<file path="config.mk">
export PLATFORM = sky130hd
export DESIGN_NAME = spram_burst_ctrl
export DESIGN_NICKNAME = d
export VERILOG_FILES = /design/src/rtl/spram_pkg.sv /design/src/rtl/spram_core.sv /design/src/rtl/spram_burst_ctrl.sv
export SDC_FILE = /design/constraint.sdc
export NUM_CORES = 1
export LEC_CHECK = 0
export ABC_CLOCK_PERIOD_IN_PS = 2600
export CAP_MARGIN = 10
export CORE_MARGIN = 3
export CORE_UTILIZATION = 40
export CTS_BUF_LIST = sky130_fd_sc_hd__clkbuf_2
export DETAILED_ROUTE_END_ITERATION = 8
export PLACE_DENSITY = 0.67
export SLEW_MARGIN = 20
export SYNTH_ARGS = -nofsm -noshare
export SYNTH_HDL_FRONTEND = slang
export SYNTH_HIERARCHICAL = 1
export SYNTH_SLANG_ARGS = --single-unit
</file>
<file path="constraint.sdc">
create_clock -name clock -period 2.6 [get_ports clock]
set_clock_uncertainty 0.2 [all_clocks]
set_input_delay 0.78 -clock clock [delete_from_list [all_inputs] [get_ports clock]]
set_output_delay 0.78 -clock clock [all_outputs]
set_load 0.01 [all_outputs]
</file>
<file path="src/rtl/spram_pkg.sv">
// ----------------------------------------------------------------------------
// spram_pkg : shared FSM encoding and read-latency limits for spram_burst_ctrl
// Revision  : 1.0
// ----------------------------------------------------------------------------
`default_nettype none

package spram_pkg;

  typedef enum logic [1:0] {
    ST_IDLE  = 2'd0,
    ST_WRITE = 2'd1,
    ST_READ  = 2'd2,
    ST_FLUSH = 2'd3
  } state_t;

  localparam int c_RD_LAT_MIN = 1;
  localparam int c_RD_LAT_MAX = 2;

endpackage

`default_nettype wire

</file>
<file path="src/rtl/spram_core.sv">
// ----------------------------------------------------------------------------
// spram_core : single-port array, sync write, sync read, optional 2nd out reg
// Revision   : 1.0
// ----------------------------------------------------------------------------
`default_nettype none

module spram_core #(
  parameter int DATA_W = 8,
  parameter int ADDR_W = 4,
  parameter int RD_LAT = 1
) (
  input  logic              clock,
  input  logic              reset_n,
  input  logic              we,
  input  logic [ADDR_W-1:0] addr,
  input  logic [DATA_W-1:0] wdata,
  output logic [DATA_W-1:0] rdata
);

  logic [DATA_W-1:0] r_mem [2**ADDR_W];
  logic [DATA_W-1:0] r_q1;

  // The array itself is never reset so a mid-burst reset leaves contents intact.
  always_ff @(posedge clock) begin
    if (we) r_mem[addr] <= wdata;
  end

  always_ff @(posedge clock) begin
    if (reset_n) r_q1 <= '0;
    else         r_q1 <= r_mem[addr];
  end

  generate
    if (RD_LAT >= 2) begin : g_lat2
      logic [DATA_W-1:0] r_q2;
      always_ff @(posedge clock) begin
        if (reset_n) r_q2 <= '0;
        else         r_q2 <= r_q1;
      end
      assign rdata = r_q2;
    end else begin : g_lat1
      assign rdata = r_q1;
    end
  endgenerate

endmodule

`default_nettype wire

</file>
<file path="src/rtl/spram_burst_ctrl.sv">
// ----------------------------------------------------------------------------
// spram_burst_ctrl : burst read/write controller over spram_core;
//                    SPRAM_PARITY_EN adds an even-parity bit per word.
// Revision         : 1.0
// ----------------------------------------------------------------------------
`default_nettype none

module spram_burst_ctrl
  import spram_pkg::*;
#(
  parameter int WIDTH  = 8,
  parameter int ADDR_W = 4,
  parameter int RD_LAT = 1
) (
  input  logic              clock,
  input  logic              reset_n,
  input  logic              start,
  input  logic              mode,
  input  logic [ADDR_W-1:0] base_addr,
  input  logic [ADDR_W-1:0] len,
  input  logic              in_valid,
  input  logic [WIDTH-1:0]  in_data,
  output logic              in_ready,
  output logic              out_valid,
  output logic [WIDTH-1:0]  out_data,
  output logic              busy,
  output logic              done,
  output logic              err,
  output logic              parity_err
);

  localparam int c_LAT = (RD_LAT > c_RD_LAT_MAX) ? c_RD_LAT_MAX :
                         (RD_LAT < c_RD_LAT_MIN) ? c_RD_LAT_MIN : RD_LAT;
  localparam logic [ADDR_W-1:0] c_ADDR_ONE = 1;

`ifdef SPRAM_PARITY_EN
  localparam int c_MEM_W = WIDTH + 1;
  logic [c_MEM_W-1:0] w_wdata;
  assign w_wdata = {^in_data, in_data};
`else
  localparam int c_MEM_W = WIDTH;
  logic [c_MEM_W-1:0] w_wdata;
  assign w_wdata = in_data;
`endif

  state_t             r_state, w_next;
  logic [ADDR_W-1:0]  r_addr, r_rem;
  logic               r_wr_done, r_err;
  logic [c_LAT-1:0]   r_vld, r_lastp;
  logic               w_we, w_issue, w_last, w_rd_done;
  logic [c_MEM_W-1:0] w_rdata;

  assign w_last    = (r_rem == '0);
  assign w_rd_done = r_vld[c_LAT-1] & r_lastp[c_LAT-1];

  always_comb begin
    w_next  = r_state;
    w_we    = 1'b0;
    w_issue = 1'b0;
    unique case (r_state)
      ST_IDLE:  if (start) w_next = mode ? ST_READ : ST_WRITE;
      ST_WRITE: begin
        w_we = in_valid;
        if (in_valid && w_last) w_next = ST_IDLE;
      end
      ST_READ: begin
        w_issue = 1'b1;
        if (w_last) w_next = ST_FLUSH;
      end
      ST_FLUSH: if (w_rd_done) w_next = ST_IDLE;
      default:  w_next = ST_IDLE;
    endcase
  end

  always_ff @(posedge clock) begin
    if (reset_n) begin
      r_state   <= ST_IDLE;
      r_addr    <= '0;
      r_rem     <= '0;
      r_wr_done <= 1'b0;
      r_err     <= 1'b0;
      r_vld     <= '0;
      r_lastp   <= '0;
    end else begin
      r_state    <= w_next;
      r_wr_done  <= w_we & w_last;
      r_err      <= start & (r_state != ST_IDLE);
      r_vld[0]   <= w_issue;
      r_lastp[0] <= w_issue & w_last;
      for (int i = 1; i < c_LAT; i++) begin
        r_vld[i]   <= r_vld[i-1];
        r_lastp[i] <= r_lastp[i-1];
      end
      if (r_state == ST_IDLE && start) begin
        r_addr <= base_addr;
        r_rem  <= len;
      end else if (w_we || w_issue) begin
        r_addr <= r_addr + c_ADDR_ONE;
        r_rem  <= r_rem - c_ADDR_ONE;
      end
    end
  end

  spram_core #(
    .DATA_W (c_MEM_W),
    .ADDR_W (ADDR_W),
    .RD_LAT (c_LAT)
  ) u_core (
    .clock   (clock),
    .reset_n (reset_n),
    .we      (w_we & ~reset_n),
    .addr    (r_addr),
    .wdata   (w_wdata),
    .rdata   (w_rdata)
  );

  // Outputs are masked during the reset cycle itself, not only after it.
  assign in_ready  = (r_state == ST_WRITE) & ~reset_n;
  assign busy      = (r_state != ST_IDLE) & ~reset_n;
  assign out_valid = r_vld[c_LAT-1] & ~reset_n;
  assign out_data  = reset_n ? '0 : w_rdata[WIDTH-1:0];
  assign done      = (r_wr_done | w_rd_done) & ~reset_n;
  assign err       = r_err & ~reset_n;

`ifdef SPRAM_PARITY_EN
  assign parity_err = out_valid & (^w_rdata);
`else
  assign parity_err = 1'b0;
`endif

endmodule

`default_nettype wire

</file>
==> metrics.log, run 1 <==
[metrics] Tot Pwr: 0.00569 W
[metrics] effective utilization at floorplan: 0.417
[metrics] register area share after synthesis: 0.694
[metrics] origin of the critical flop-to-flop path: r_state[1]
[metrics] RSZ-0062 raised after global routing: no
[metrics] startpoint of the tightest hold check path: r_state[0]
[metrics] FP Rows: 44
[metrics] leading register cell type out of synthesis: sky130_fd_sc_hd__edfxtp_1
[metrics] number of hold violations in the final report: 0
[metrics] Int Power: 0.00404 W
[metrics] clock share of power: 0.252
[metrics] Root Buffer: sky130_fd_sc_hd__clkbuf_2
[metrics] syn nets: 406
[metrics] maximum buffer depth of the clock tree: 2
[metrics] cell taking the most area after synthesis: sky130_fd_sc_hd__edfxtp_1
[metrics] Sw Share: 0.289
[metrics] Synth top area share: 0.623
[metrics] detailed-routing iteration count for the pre-antenna-repair pass: 5
[metrics] critical path arrival: 1560 ps
[metrics] total number of vias: 3,577
[metrics] count of unique library cells instantiated by Yosys: 58
[metrics] Total Routed Length: 12,900 um
[metrics] status: finished clean
[metrics] largest fanout of any net on the critical path: 11
[metrics] number of vias per cell: 5.51
[metrics] number of enable flip-flop cells after synthesis: 128
[metrics] worst-case headroom to the max-slew limit: 0.508
[metrics] Tcrit/Tclk final: 0.976
[metrics] routed wirelength normalized by instance count: 19.8 um
[metrics] cell area after synthesis: 6170 sq um
[metrics] transition time at the pin with the least slew margin: 737 ps
[metrics] required time of the critical path: 1620 ps
[metrics] total of flip-flops plus latches after synthesis: 150
[metrics] Synth Instances: 382
[metrics] vias in the first global route: 3,632
[metrics] most frequent cell on the critical path: sky130_fd_sc_hd__dlygate4sd2_1
[metrics] crit path time final: 2540 ps
[metrics] Setup TNS: 0 ps
[metrics] CTS tree: built
[metrics] Layout Nets: 476
[metrics] share of synthesized registers carrying an async set or reset: 0
[metrics] total routing resource utilization after global routing: 0.162
[metrics] number of design-rule violations left by the first detailed-router iteration: 286
[metrics] Die Span Y: 130 um
[metrics] chip width: 130 um
[metrics] pin count of the biggest net entering global routing: 36
[metrics] endpoint type of the worst setup path: output pin
[metrics] level count of the clock H-tree: 4
[metrics] number of max-slew violations in the final report: 0
[metrics] floorplan die area: 17,000 sq um
[metrics] VDD IR-drop max: 0.000367 V
[metrics] FF/Latch Area: 4300 sq um
[metrics] clk_lat worst skew: 690 ps
[metrics] crit path launch: reset_n
[metrics] post-detailed-route count of antenna-violating nets: 0
[metrics] wire length of the first global-routing pass: 20,100 um
[metrics] multi-input combinational cell area: 1730 sq um
[metrics] area of the core: 14,800 sq um
[metrics] total DRC errors in the routed layout: 0
[metrics] Ports: 35
[metrics] Num CTS Buffers: 17
[metrics] area added between synthesis and finish: 16.1%
[metrics] hpwl dp: 8600 um
[metrics] total power divided by cell area: 794 nW/um^2
[metrics] RePlAce Congestion: 0.835
[metrics] number of buffer cells added on primary ports: 33
[metrics] dominant cells by area after synthesis: sky130_fd_sc_hd__edfxtp_1 (62%), sky130_fd_sc_hd__dfxtp_1 (7.1%), sky130_fd_sc_hd__mux4_2 (6.9%)
[metrics] setup violators final: 0
[metrics] GRT overflow: 0
[metrics] delay of the slowest cell on the worst path: 270 ps
[metrics] Setup CP Type: input pin to output pin
[metrics] clock sink count: 150
[metrics] fraction of layout cells with a size suffix above 1: 0.245
[metrics] cells along the critical path: dlygate4sd2_1, buf_6, nor2b_1, dlygate4sd2_1
[metrics] highest clock rate: 394 MHz
[metrics] net switching power: 0.00165 W
[metrics] Max Cap Viol: 0
[metrics] Syn Area/Cell: 16.2 sq um
[metrics] Hold WC Path Type: flip-flop to flip-flop
[metrics] sequential share of power: 0.504
[metrics] Worst path slowest cell: sky130_fd_sc_hd__dlygate4sd2_1
[metrics] sort of element at the start of the critical path: input pin
[metrics] Reg clk slew, reported paths: 190 ps
[metrics] cell leakage power: 2.45 nW
[metrics] n_diodes: 0
[metrics] number of filler instances in the final layout: 1,270
[metrics] power share of the combinational group: 0.244
[metrics] number of antenna violations at the first check in global routing: 0
[metrics] Syn. warnings: 6
## layout by cell type, fill, tap and decap left out, types with 12 or more instances in the layout
cell type	synthesis	layout
sky130_fd_sc_hd__clkdlybuf4s50_1	0	19
sky130_fd_sc_hd__mux2i_1	23	23
sky130_fd_sc_hd__nor2b_1	13	13
sky130_fd_sc_hd__edfxtp_1	128	128
sky130_fd_sc_hd__clkbuf_2	0	26
sky130_fd_sc_hd__inv_1	12	12
sky130_fd_sc_hd__buf_4	4	36
sky130_fd_sc_hd__dfxtp_1	22	16
sky130_fd_sc_hd__mux4_2	19	19
sky130_fd_sc_hd__nand2_1	28	28
sky130_fd_sc_hd__nor2_1	22	21
## repair_timing
item	in CTS	in global routing
setup buffers	4	0
endpoints found under the setup margin	13	12
cloned	0	0
resized for setup	28	16
hold buffers	0	0
## cells in the mapped netlist, drive strengths merged, types with 7 or more instances
library cell,number
nand2,28
mux2i,23
edfxtp,128
o211ai,7
nand4,7
mux4,23
buf,16
nor2b,13
a32oi,7
nor2,23
dfxtp,22
nand2b,7
inv,12
## logic make-up (layout without fill, tap and decap cells)
family          Yosys count  count (layout)  synth area share
buf+inv                  32             115            0.0294
xor+xnor                  2               2           0.00284
mux                      47              47             0.126
flops                   150             150             0.694
compound gates           41              41            0.0521
fa+ha+maj                 3               3           0.00608
other cells               1               1          0.000608
simple gates            106             106            0.0892
## sequential cells by signal, summed over array words and instances, names as in the netlist
register and count:
r_wr_done 1, r_rem 4, r_err 1, r_vld 1, r_state 2, u_core/r_mem 128, u_core/rdata 8, r_lastp 1
r_addr 4
## worst max-delay path, delay by kind of cell
family	cells	cell delay, ps
buffers and inverters	3	690
AND/OR/NAND/NOR	1	90
## cell type report
class	instances	share of cell area
Sequential cell	150	0.600
Multi-Input combinational cell	200	0.241
Timing Repair Buffer	71	0.0829
Tap cell	184	0.0321
Clock inverter	13	0.0250
Clock buffer	19	0.0133
Inverter	12	0.00629
## stage by stage
step                      hold WS, ps  setup WS (ps)  utilization  std cells  cell area (sq um)
after floorplan                   267           16.3            -        382               6180
after global placement            281           -457        0.464        613               6870
after detailed placement          315           -493        0.464        613               6870
after CTS                         274           3.66        0.485        649               7190
after global routing              305         0.0284        0.484        649               7170
final                             333           61.3        0.484        649               7170
## per-layer routing
metal	vias up	GRT usage	wire [um]
li1	1627	-	-
met1	1813	0.221	5690
met2	127	0.250	6170
met3	10	0.0450	833
met4	0	0.0550	165
met5	-	0	0
## path summary, 6_finish.rpt
check	endpoint	slack, ps	cells after the start
worst max-delay path	out_data[7]	60	4
worst min-delay path	r_wr_done	330	2
worst max register to register	u_core/r_mem[1][1]	300	6
worst min register to register	r_wr_done	330	2
## power by group through the flow
stage	clock network (W)	logic, W	registers (W)
2_1_floorplan	0	0.00104	0.00284
3_3_place_gp	0	0.00136	0.00291
3_5_place_dp	0	0.00138	0.00291
5_1_grt	0.00159	0.00152	0.00288
4_1_cts	0.00149	0.00140	0.00286
6_report	0.00143	0.00139	0.00286
Power figures use the tool's default switching activity.
==> run 2, diff against run 1 <==
--- a/config.mk
+++ b/config.mk
@@ -10,6 +10,7 @@
 export CORE_MARGIN = 3
 export CORE_UTILIZATION = 40
 export CTS_BUF_LIST = sky130_fd_sc_hd__clkbuf_2
+export CTS_CLUSTER_SIZE = 10
 export DETAILED_ROUTE_END_ITERATION = 8
 export PLACE_DENSITY = 0.67
 export SLEW_MARGIN = 20
==> results of run 2 <==
Same layout as run 1: the final DEF is identical, and so are final timing and power.
